===== src/rtl/mips_mem_pkg.sv =====
// Shared types for the MIPS core's single-ported memory path: arbiter state,
// read-response tags and default geometry.
package mips_mem_pkg;

  localparam int AW_DEF = 5;
  localparam int DW_DEF = 32;

  typedef enum logic [1:0] {
    IDLE     = 2'd0,
    D_LOCKED = 2'd1,
    STARVED  = 2'd2
  } arb_state_t;

  typedef enum logic [1:0] {
    TAG_NONE = 2'd0,
    TAG_IF   = 2'd1,
    TAG_D    = 2'd2
  } rsp_tag_t;

endpackage


===== src/rtl/mem_port_arbiter.sv =====
// Arbitrates the shared instruction/data memory port between instruction fetch
// (IF) and load/store (D); D has priority, bounded by starvation and lock limits.
module mem_port_arbiter
  import mips_mem_pkg::*;
#(
  parameter int AW           = AW_DEF,
  parameter int DW           = DW_DEF,
  parameter int STARVE_LIMIT = 4,
  parameter int LOCK_MAX     = 8
) (
  input  logic          clock,
  input  logic          reset,
  input  logic          if_req,
  input  logic [AW-1:0] if_addr,
  output logic          if_gnt,
  output logic          if_rvalid,
  output logic [DW-1:0] if_rdata,
  input  logic          d_req,
  input  logic          d_we,
  input  logic [AW-1:0] d_addr,
  input  logic [DW-1:0] d_wdata,
  input  logic          d_lock,
  output logic          d_gnt,
  output logic          d_rvalid,
  output logic [DW-1:0] d_rdata,
  output logic          mem_en,
  output logic          mem_we,
  output logic [AW-1:0] mem_addr,
  output logic [DW-1:0] mem_wdata,
  input  logic [DW-1:0] mem_rdata,
  output logic          starved
);

  localparam int SW = $clog2(STARVE_LIMIT + 1);
  localparam int LW = (LOCK_MAX > 2) ? $clog2(LOCK_MAX) : 1;
  localparam logic [SW-1:0] STARVE_MAX = SW'(STARVE_LIMIT);
  // Last locked grant is the one that would bring lock_cnt to LOCK_MAX-1.
  localparam logic [LW-1:0] LOCK_LAST  = LW'(LOCK_MAX - 2);

  arb_state_t    state, state_nxt;
  rsp_tag_t      rsp_tag;
  logic [SW-1:0] starve_cnt, starve_nxt;
  logic [LW-1:0] lock_cnt;
  logic          if_win, d_win;
  logic          starve_hit, lock_done;

  always_comb begin
    if_win = 1'b0;
    d_win  = 1'b0;
    case (state)
      IDLE: begin
        d_win  = 1'b1;
        if_win = ~d_req;
      end
      STARVED:  if_win = 1'b1;
      D_LOCKED: d_win  = 1'b1;
      default: ;
    endcase
  end

  assign if_gnt = if_req & if_win;
  assign d_gnt  = d_req & d_win;

  assign mem_en    = if_gnt | d_gnt;
  assign mem_we    = d_gnt & d_we;
  assign mem_addr  = d_gnt ? d_addr : if_addr;
  assign mem_wdata = d_wdata;

  assign if_rdata  = mem_rdata;
  assign d_rdata   = mem_rdata;
  assign if_rvalid = (rsp_tag == TAG_IF);
  assign d_rvalid  = (rsp_tag == TAG_D);

  // Counter is saturating, so "reached the limit" is an equality on the next value.
  always_comb begin
    starve_nxt = '0;
    if (if_req && !if_gnt)
      starve_nxt = (starve_cnt == STARVE_MAX) ? starve_cnt : starve_cnt + 1'b1;
  end

  assign starve_hit = (starve_nxt == STARVE_MAX);
  assign lock_done  = d_gnt && (lock_cnt == LOCK_LAST);

  always_comb begin
    state_nxt = state;
    case (state)
      IDLE: begin
        if (d_gnt && d_lock)  state_nxt = D_LOCKED;
        else if (starve_hit)  state_nxt = STARVED;
      end
      D_LOCKED: begin
        if (!d_lock || !d_req || lock_done)
          state_nxt = starve_hit ? STARVED : IDLE;
      end
      STARVED: begin
        if (if_gnt || !if_req) state_nxt = IDLE;
      end
      default: state_nxt = IDLE;
    endcase
  end

  always_ff @(posedge clock or posedge reset) begin
    if (reset) begin
      state      <= IDLE;
      starve_cnt <= '0;
      lock_cnt   <= '0;
      rsp_tag    <= TAG_NONE;
      starved    <= 1'b0;
    end else begin
      state      <= state_nxt;
      starve_cnt <= starve_nxt;
      starved    <= (state_nxt == STARVED);

      if (state_nxt != D_LOCKED)
        lock_cnt <= '0;
      else if (state == D_LOCKED && d_gnt)
        lock_cnt <= lock_cnt + 1'b1;

      if (if_gnt)              rsp_tag <= TAG_IF;
      else if (d_gnt && !d_we) rsp_tag <= TAG_D;
      else                     rsp_tag <= TAG_NONE;
    end
  end

endmodule


===== config.mk =====
export PLATFORM = sky130hd
export DESIGN_NAME = mem_port_arbiter
export DESIGN_NICKNAME = d
export VERILOG_FILES = /design/src/rtl/mips_mem_pkg.sv /design/src/rtl/mem_port_arbiter.sv
export SDC_FILE = /design/constraint.sdc
export NUM_CORES = 1
export LEC_CHECK = 0
export ABC_CLOCK_PERIOD_IN_PS = 1400
export CELL_PAD_IN_SITES_DETAIL_PLACEMENT = 0
export CELL_PAD_IN_SITES_GLOBAL_PLACEMENT = 2
export CORE_ASPECT_RATIO = 2
export CORE_MARGIN = 2
export CORE_UTILIZATION = 10
export CTS_CLUSTER_SIZE = 24
export DETAILED_ROUTE_END_ITERATION = 10
export GPL_TIMING_DRIVEN = 0
export PLACE_DENSITY_LB_ADDON = 0.2
export SLEW_MARGIN = 10
export SYNTH_ARGS = -nofsm -noshare
export SYNTH_HDL_FRONTEND = slang
export SYNTH_SLANG_ARGS = --single-unit

===== constraint.sdc =====
create_clock -name clock -period 1.4 [get_ports clock]
set_input_delay 0.28 -clock clock [delete_from_list [all_inputs] [get_ports clock]]
set_output_delay 0.28 -clock clock [all_outputs]
set_load 0.1 [all_outputs]

# Yosys cells after proc, flatten, opt, wreduce, memory -nomap -nowiden
# Cells that the tools add are included.
[classes]
bitwise_logic = 5
eq_ne = 9
add_sub_neg = 2
n_reduce_logical = 16
mux = 15
[ops]
columns = ["operator", "n"]
rows = [
  ["$mux 2", 7],
  ["$mux 3", 4],
  ["$eq 3x3->1 const B", 3],
  ["$add 3x1->3 const B", 2],
  ["$eq 2x2->1 const B", 3],
  ["$pmux 2 s3", 1],
  ["$logic_and 1x1->1", 5],
  ["$logic_not 1->1", 5],
  ["$mux 5", 1],
  ["$eq 2x1->1 const B", 2],
  ["$and 1x1->1", 3],
  ["$logic_or 1x1->1", 3],
  ["$logic_not 2->1", 1],
  ["$ne 2x1->1 const B", 1],
  ["$pmux 1 s2", 1],
  ["$reduce_bool 2->1", 1],
  ["$reduce_or 2->1", 1],
  ["$mux 1", 1],
  ["$not 1->1", 1],
  ["$or 1x1->1", 1],
]
[totals]
output_inout_bits = 108
inputBits = 80
reg_bits = 11
wordCells = 52

# Logic depth before layout (Yosys ltp)
# Gate-level depths: netlist of the first run.
[depth]
word_depth = 12
ltp_mapped = 6
depth_no_buf = 5

# Least setup slack after synthesis of the first run
# Ideal clock, no wire load.
[synth_timing]
path_type = "flip-flop to output port"
startpoint = "register state[1]"
endpoint = "output port if_gnt"
path_buffers = 2
setup_slack_ps = -990
path_stages_with_launch = 6
t_required_ps = 1120
arrival_time_ps = 2110
cell_sequence = "dfrtp_1 -> nand2b_1 -> buf_6 -> inv_4 -> buf_6 -> nor2_1"
[synth_via]
elab_chain_cells = 3
elab_cells_between_ends = 4
classes_between = "1 x eq/ne; 1 x mux; 1 x bitwise; 1 x reduce/logical"
[synth_rtl]
columns = ["item", "line", "text"]
rows = [
  ["start, declared", "mem_port_arbiter.sv:40", "arb_state_t state, state_nxt;"],
  ["start signal, assigned", "mem_port_arbiter.sv:110", "state <= state_nxt;"],
  ["$eq 2x2->1 / $logic_not 2->1 (equally long branches)", "mem_port_arbiter.sv:50", "case (state)"],
  ["$pmux 1 s2 (*)", "mem_port_arbiter.sv:50", ""],
  ["$and 1x1->1 (*)", "mem_port_arbiter.sv:61", "assign if_gnt = if_req & if_win;"],
  ["end, declared", "mem_port_arbiter.sv:15", "output logic if_gnt,"],
]
# Mark *: on every way between the ends. The rest lies on a longest branch, timed or not.

# Final worst setup path of the first run
[layout_timing]
startpoint = "register state[1]"
endpoint = "output port mem_we"
[layout_via]
elab_chain_cells = 5
elab_cells_between_ends = 6
classes_between = "1 x eq/ne; 1 x mux; 2 x bitwise; 2 x reduce/logical"
[layout_rtl]
columns = ["item", "line", "text"]
rows = [
  ["$eq 2x1->1 / $logic_not 2->1 (equally long branches)", "mem_port_arbiter.sv:50", ""],
  ["$reduce_or 2->1 (no source line) (*)", "-", ""],
  ["$mux 1 (*)", "mem_port_arbiter.sv:50", ""],
  ["$and 1x1->1 (*)", "mem_port_arbiter.sv:62", "assign d_gnt = d_req & d_win;"],
  ["$and 1x1->1 (*)", "mem_port_arbiter.sv:65", "assign mem_we = d_gnt & d_we;"],
  ["end, declared", "mem_port_arbiter.sv:27", "output logic mem_we,"],
]
# Marked as above.

==> results of run 1 <==
## cell usage in the layout (no fill, tap or decap), types with 2 or more instances in the layout
master           instances
nand2_4                 10
nand3_1                  2
buf_12                   9
clkbuf_16                3
nand3b_1                 2
ha_1                     3
clkdlybuf4s50_1         14
buf_4                  103
nor2b_4                  2
buf_16                   2
xnor2_1                  2
dfrtp_1                 11
nand2_8                  5
and4b_1                  2
nor2_1                   7
clkdlybuf4s15_2         96
inv_1                    8
## state kept, by name, indices dropped and copies added (netlist names)
signal / count
lock_cnt: 3
starve_cnt: 3
rsp_tag: 2
state: 2
starved: 1
## path summary, 6_finish.rpt
check,depth (start not counted),slack [ns],to
setup / recovery,5,-0.21,mem_we
hold / removal,2,0.36,starve_cnt[1]$_DFF_PP0_
setup reg to reg,4,0.07,state[1]$_DFF_PP0_
hold reg to reg,2,0.55,lock_cnt[2]$_DFFE_PP0P_
max in group asynchronous,2,0.71,lock_cnt[0]$_DFFE_PP0P_
min in group clock,2,0.55,lock_cnt[2]$_DFFE_PP0P_
## worst register-to-register path, cell delays in order (launching register included)
cell       delay (ns)
dfrtp_1          0.40
ha_2             0.20
or2_2            0.28
o2111ai_2        0.11
and4b_1          0.22
## report_power, final
part           switching (µW)  internal (µW)  total, µW
Clock                     143            378        521
Sequential               10.6            329        339
Combinational            1430            542       1970
Total                    1590           1250       2840
## repair_timing
action | CTS | global route
endpoints found under the setup margin | 110 | 12
pin swaps | 0 | 1
setup buffers | 4 | 2
gates resized for setup | 410 | 4
gates cloned | 1 | 0
endpoints found under the hold margin | 0 | 0
## layer usage
metal,share of wire (%),routed length [µm],global-route usage (%)
met5,0,0,0
met3,16,695,2.93
met1,30,1330,5.19
met4,1.1,48,1.83
met2,53,2380,10.3
## cell type report
type / count / area (µm²)
inverter: 9 / 41.3
tap: 155 / 194
clock buffer: 3 / 75.1
clock inverter: 1 / 5.00
fill: 1437 / 10000
multi-input combinational: 49 / 495
timing repair buffer: 130 / 1510
sequential: 11 / 275
buffer: 97 / 741
## kinds of logic after synthesis
kind of cell    after synthesis  share of synthesized area, %
buf+inv                     107                          57.5
simple gates                 39                          14.4
flops                        11                          20.3
fa+ha+maj                     4                          3.69
xor+xnor                      3                          1.94
compound gates                2                          1.48
mux                           1                         0.738
## stage by stage
step | TNS [ns] | power, µW | utilization, %
2_1_floorplan | -0.873 | 1900 | -
3_3_place_gp | -50.43 | 2270 | 21.7
3_5_place_dp | -50.00 | 2270 | 21.7
4_1_cts | -2.18 | 2860 | 24.9
5_1_grt | -2.05 | 2930 | 25.0
6_report | -1.45 | 2840 | 25.0
==> reports/results.ini, run 1 <==
[place]
gp_congestion = 0.610
port_buffers = 123
post_dp_cell_area_mm2 = 0.00290
placed_cells = 445
place_hpwl_mm = 3.91
place_ws_ns = -1.51

[worst_setup_path]
crit_path_start_kind = flop
cp.required_ns = 1.12
cpPeakStageDelay_ns = 0.37
r2r_start = starve_cnt[0]$_DFF_PP0_
startpoint = state[1]$_DFF_PP0_
crit_chain = nand2b_4, inv_8, buf_12, and2_4, buf_12
crit_path_end_kind = output pin
crit_top_cell = buf_12
critPathArrivalTime_ns = 1.33
critPathBufInv = 3
worstSetupPathType = flop to output pin
critPathTopFamily = buffers and inverters
cp_max_fo = 5
crit_slowest_cell = dfrtp_1

[timing]
slew_viol_final = 0
period_needed_ns = 1.61
worst_pin_slew_ns = 0.556
period_share_pct = 115
setup_viol = 9
fin_ws_ns = -0.210
rsz0062_at_grt = true
fmax_mhz = 621
fin_skew_ns = 0.00329
whs_ns = 0.360
relSlewSlack_pct = 63.1
final_hold_viol_count = 0

[global_routing]
track_usage_pct = 5.61
grt-ovfl-total = 0
grt_max_degree = 12
antenna_found_initial = 0
first_global_vias = 1439
grt_pass1_wl_mm = 6.44

[yosys]
synthFlopType = dfrtp_1
ys_seq_elements = 11
synthDistinctLibCells = 22
ys_top_cells_by_area = buf_4 53%, dfrtp_1 20%, nand2_1 4.7%
synthCells = 167
netlist_area_mm2 = 0.00136
synth_most_common_cell = buf_4
async_reset_ff_share_pct = 100
yosys_warnings = 0
synth_nets = 251
synth.avg_cell_area_um2 = 8.12
yosysSeqAreaShare_pct = 20.3
synth_edf_count = 0
yosys.area.top_type = buf_4
netlist_top_cells_count = 96 x buf_4, 17 x nand2_1, 11 x dfrtp_1
post-synth-top-area-fraction_pct = 53.1

[cells_and_area]
drive_above_1_share_pct = 80.7
area_growth_pct = 146
antenna_cells = 0
fin_area_mm2 = 0.00334
layout.nets = 385
layoutNonFillerInstCount = 455

[clock_network]
path_clk_slew_ns = 0.04
htreeDepth = 1
clk_path_buf_depth = 2
cts_made_buffers = 3
cts_tree = built
cts_sinks = 11
clock_latency_ns = 0.24
postCtsHoldBufs = 0
clockRootBuffer = clkbuf_16

[die]
fp.coreArea_mm2 = 0.0134
initial_core_util_pct = 10.1
boundaryPins = 188
num_rows = 60
die_x_um = 86.4
die_y_um = 169
die-area_mm2 = 0.0146

[drt]
vias = 1432
drtIter0Drc = 17
wl_per_cell_um = 9.80
wirelength_mm = 4.46
antenna_left = 0
drtPass1Iterations = 2
vias_per_cell = 3.15
drc = 0

[outcome]
violations = setup timing
run_status = finished with violations

[power_and_ir_drop]
power.density_mw_per_mm2 = 849
vdd_drop_max_uv = 395
power_leakage_uw = 0.00160

[run]
drv_cap = 0

[hold_path]
hp-class = input pin to asynchronous set/reset pin

(Power assumes the default switching activity.)
==> run 2, diff against run 1 <==
--- a/config.mk
+++ b/config.mk
@@ -11,10 +11,10 @@
 export CORE_ASPECT_RATIO = 2
 export CORE_MARGIN = 2
 export CORE_UTILIZATION = 10
-export CTS_CLUSTER_SIZE = 24
 export DETAILED_ROUTE_END_ITERATION = 10
 export GPL_TIMING_DRIVEN = 0
 export PLACE_DENSITY_LB_ADDON = 0.2
+export REMOVE_ABC_BUFFERS = 1
 export SLEW_MARGIN = 10
 export SYNTH_ARGS = -nofsm -noshare
 export SYNTH_HDL_FRONTEND = slang
==> run 2 against run 1 <==
The flow still finishes with violations (setup timing). Cell area is 59% lower. First-iteration DRC count increased to 3.2 times the previous value. Setup slack improved by 0.054 ns. Power fell by 56%. Sequential share of layout area rose by 12 points. Clock skew is 0.00083 ns lower. Wire length rose by 120%. Die area unchanged. Register-to-register slack about the same. Cell count shrank 43%. Global-route usage increased by 7.2 points. Maximum frequency increased by 3.5%. Critical path type unchanged. Highest routed layer unchanged.
==> reports/results.ini, run 2 (same netlist as run 1, synthesis figures left out) <==
[outcome]
run_status = finished with violations
violations = setup timing

[drt]
wl_per_cell_um = 37.5  ; +280%
drtIter0Drc = 55  ; +38
antenna_left = 0  ; unchanged
vias_per_cell = 3.15  ; about the same
vias = 822  ; -43%
drtPass1Iterations = 4  ; +2
drc = 0  ; unchanged
wirelength_mm = 9.79  ; +120%

[clock_network]
clk_path_buf_depth = 2  ; unchanged
cts_sinks = 11  ; unchanged
cts_tree = built
cts_made_buffers = 3  ; unchanged
htreeDepth = 1  ; unchanged
path_clk_slew_ns = 0.04  ; about the same
clockRootBuffer = clkbuf_16
clock_latency_ns = 0.24  ; about the same

[die]
die_y_um = 169  ; unchanged
boundaryPins = 188  ; unchanged
fp.coreArea_mm2 = 0.0134  ; unchanged
num_rows = 60  ; unchanged
die_x_um = 86.4  ; unchanged
initial_core_util_pct = 10.1  ; unchanged
die-area_mm2 = 0.0146  ; unchanged

[cells_and_area]
drive_above_1_share_pct = 37.7  ; -43 points
regArea_um2 = 277  ; +0.45%
largestRegisters = lock_cnt: 3 flops, starve_cnt: 3 flops
layoutNonFillerInstCount = 261  ; -43%
layout.nets = 191  ; -50%
final_common_cell = clkdlybuf4s50_1
multiInputGateArea_um2 = 367  ; -26%
final_cell_mix = 13 x clkdlybuf4s50_1, 10 x dfrtp_1, 9 x buf_12
antenna_cells = 0  ; unchanged
area_growth_pct = -0.184
fin_area_mm2 = 0.00135  ; -59%
fillers = 1557  ; +8.4%

[power_and_ir_drop]
power_leakage_uw = 0.000597  ; -63%
power_switching_uw = 393  ; -75%
p_int_uw = 863  ; -31%
vdd_drop_max_uv = 277  ; -30%
p_seq_share_pct = 26.6  ; +15 points
pwr-share-comb_pct = 31.8  ; -38 points
finalPower_uw = 1260  ; -56%
p_sw_share_pct = 31.3  ; -25 points
power.density_mw_per_mm2 = 928  ; +9.4%
pwr-share-clk_pct = 41.5  ; +23 points

[worst_setup_path]
critPathTopFamily = flip-flops
worstSetupPathType = flop to output pin
r2r_start = starve_cnt[0]$_DFF_PP0_
reg2regPathDepth = 4  ; unchanged
cp.required_ns = 1.12  ; about the same
crit_path_end_kind = output pin
cp_max_fo = 5  ; unchanged
crit_path_start_kind = flop
crit_chain = nand2b_4, buf_4, nand2_1, nand2_2, buf_12
r2r_end = starved$_DFF_PP0_
cpPeakStageDelay_ns = 0.38  ; about the same
critPathArrivalTime_ns = 1.28  ; -0.05 ns
crit_slowest_cell = dfrtp_1
critPathBufInv = 2  ; -1
r2r_setup_slack_ns = 0.08  ; about the same

[timing]
period_needed_ns = 1.56  ; -0.0542 ns
final_hold_viol_count = 0  ; unchanged
period_share_pct = 111  ; -3.9 points
fin_skew_ns = 0.00246  ; -0.000831 ns
relSlewSlack_pct = 67.8  ; +4.7 points
fin_ws_ns = -0.156  ; +0.0542 ns
slew_viol_final = 0  ; unchanged
fmax_mhz = 643  ; +3.5%
rsz0062_at_grt = true
setup_viol = 9  ; unchanged
worst_pin_slew_ns = 0.486  ; -0.0696 ns

[place]
place_hpwl_mm = 9.11  ; +130%
gp_congestion = 0.885  ; +45%
port_buffers = 27  ; -78%
placed_cells = 251  ; -44%
post_dp_cell_area_mm2 = 0.00108  ; -63%

[run]
drv_cap = 0  ; unchanged

[global_routing]
first_global_vias = 908  ; -37%
grt_max_degree = 12  ; unchanged
antenna_found_initial = 0  ; unchanged
grt_pass1_wl_mm = 11.6  ; +80%
track_usage_pct = 12.8  ; +7.2 points
grt-ovfl-total = 0  ; unchanged

[hold_path]
hp-class = input pin to asynchronous set/reset pin

==> run 2: per-stage QoR <==
stage               setup slack [ns]  TNS (ns)  util [%]  hold WS [ns]
CTS                           -0.181     -1.17      10.0         0.400
global route                  -0.202     -1.39      10.1         0.421
floorplan                      -1.04     -6.97         -         0.132
detailed placement             -1.70    -19.84      8.06         0.557
finish                        -0.156     -1.01      10.1         0.368
global placement               -1.70    -19.81      8.06         0.556
==> run 2: per-layer routing <==
metal	GRT usage (%)	share of wire, %
met5	0.727	0
met1	6.91	18
met4	3.67	2.7
met2	22.7	51
met3	16.4	28
==> run 2: area by class of cell <==
class / instances / share of cell area (%)
timing repair buffer: 33 / 29.3
multi-input combinational: 49 / 27.1
sequential: 11 / 20.4
tap: 155 / 14.3
clock buffer: 4 / 5.82
inverter: 9 / 3.05
==> run 2: worst max-delay path by stage <==
stage	start	to	cells after the start
floorplan	state[1]$_DFF_PP0_	if_gnt	3
global placement	d_req	if_gnt	5
detailed placement	d_req	if_gnt	5
CTS	state[1]$_DFF_PP0_	mem_addr[4]	5
global route	state[1]$_DFF_PP0_	mem_addr[3]	5
finish	state[1]$_DFF_PP0_	mem_addr[4]	5
==> run 2: timing repair <==
item	4_1_cts	5_1_grt
pin swaps	1	0
setup buffers	5	1
resized for setup	117	3
endpoints found under the setup margin	22	11
hold buffers	0	0
==> run 2: power groups by stage <==
| stage | sequential, µW | combinational, µW | clock [µW] |
|---|---|---|---|
| finish | 335 | 400 | 522 |
| global route | 336 | 420 | 555 |
| CTS | 335 | 399 | 537 |
| detailed placement | 342 | 320 | 0 |
| global placement | 342 | 321 | 0 |
| floorplan | 339 | 210 | 0 |
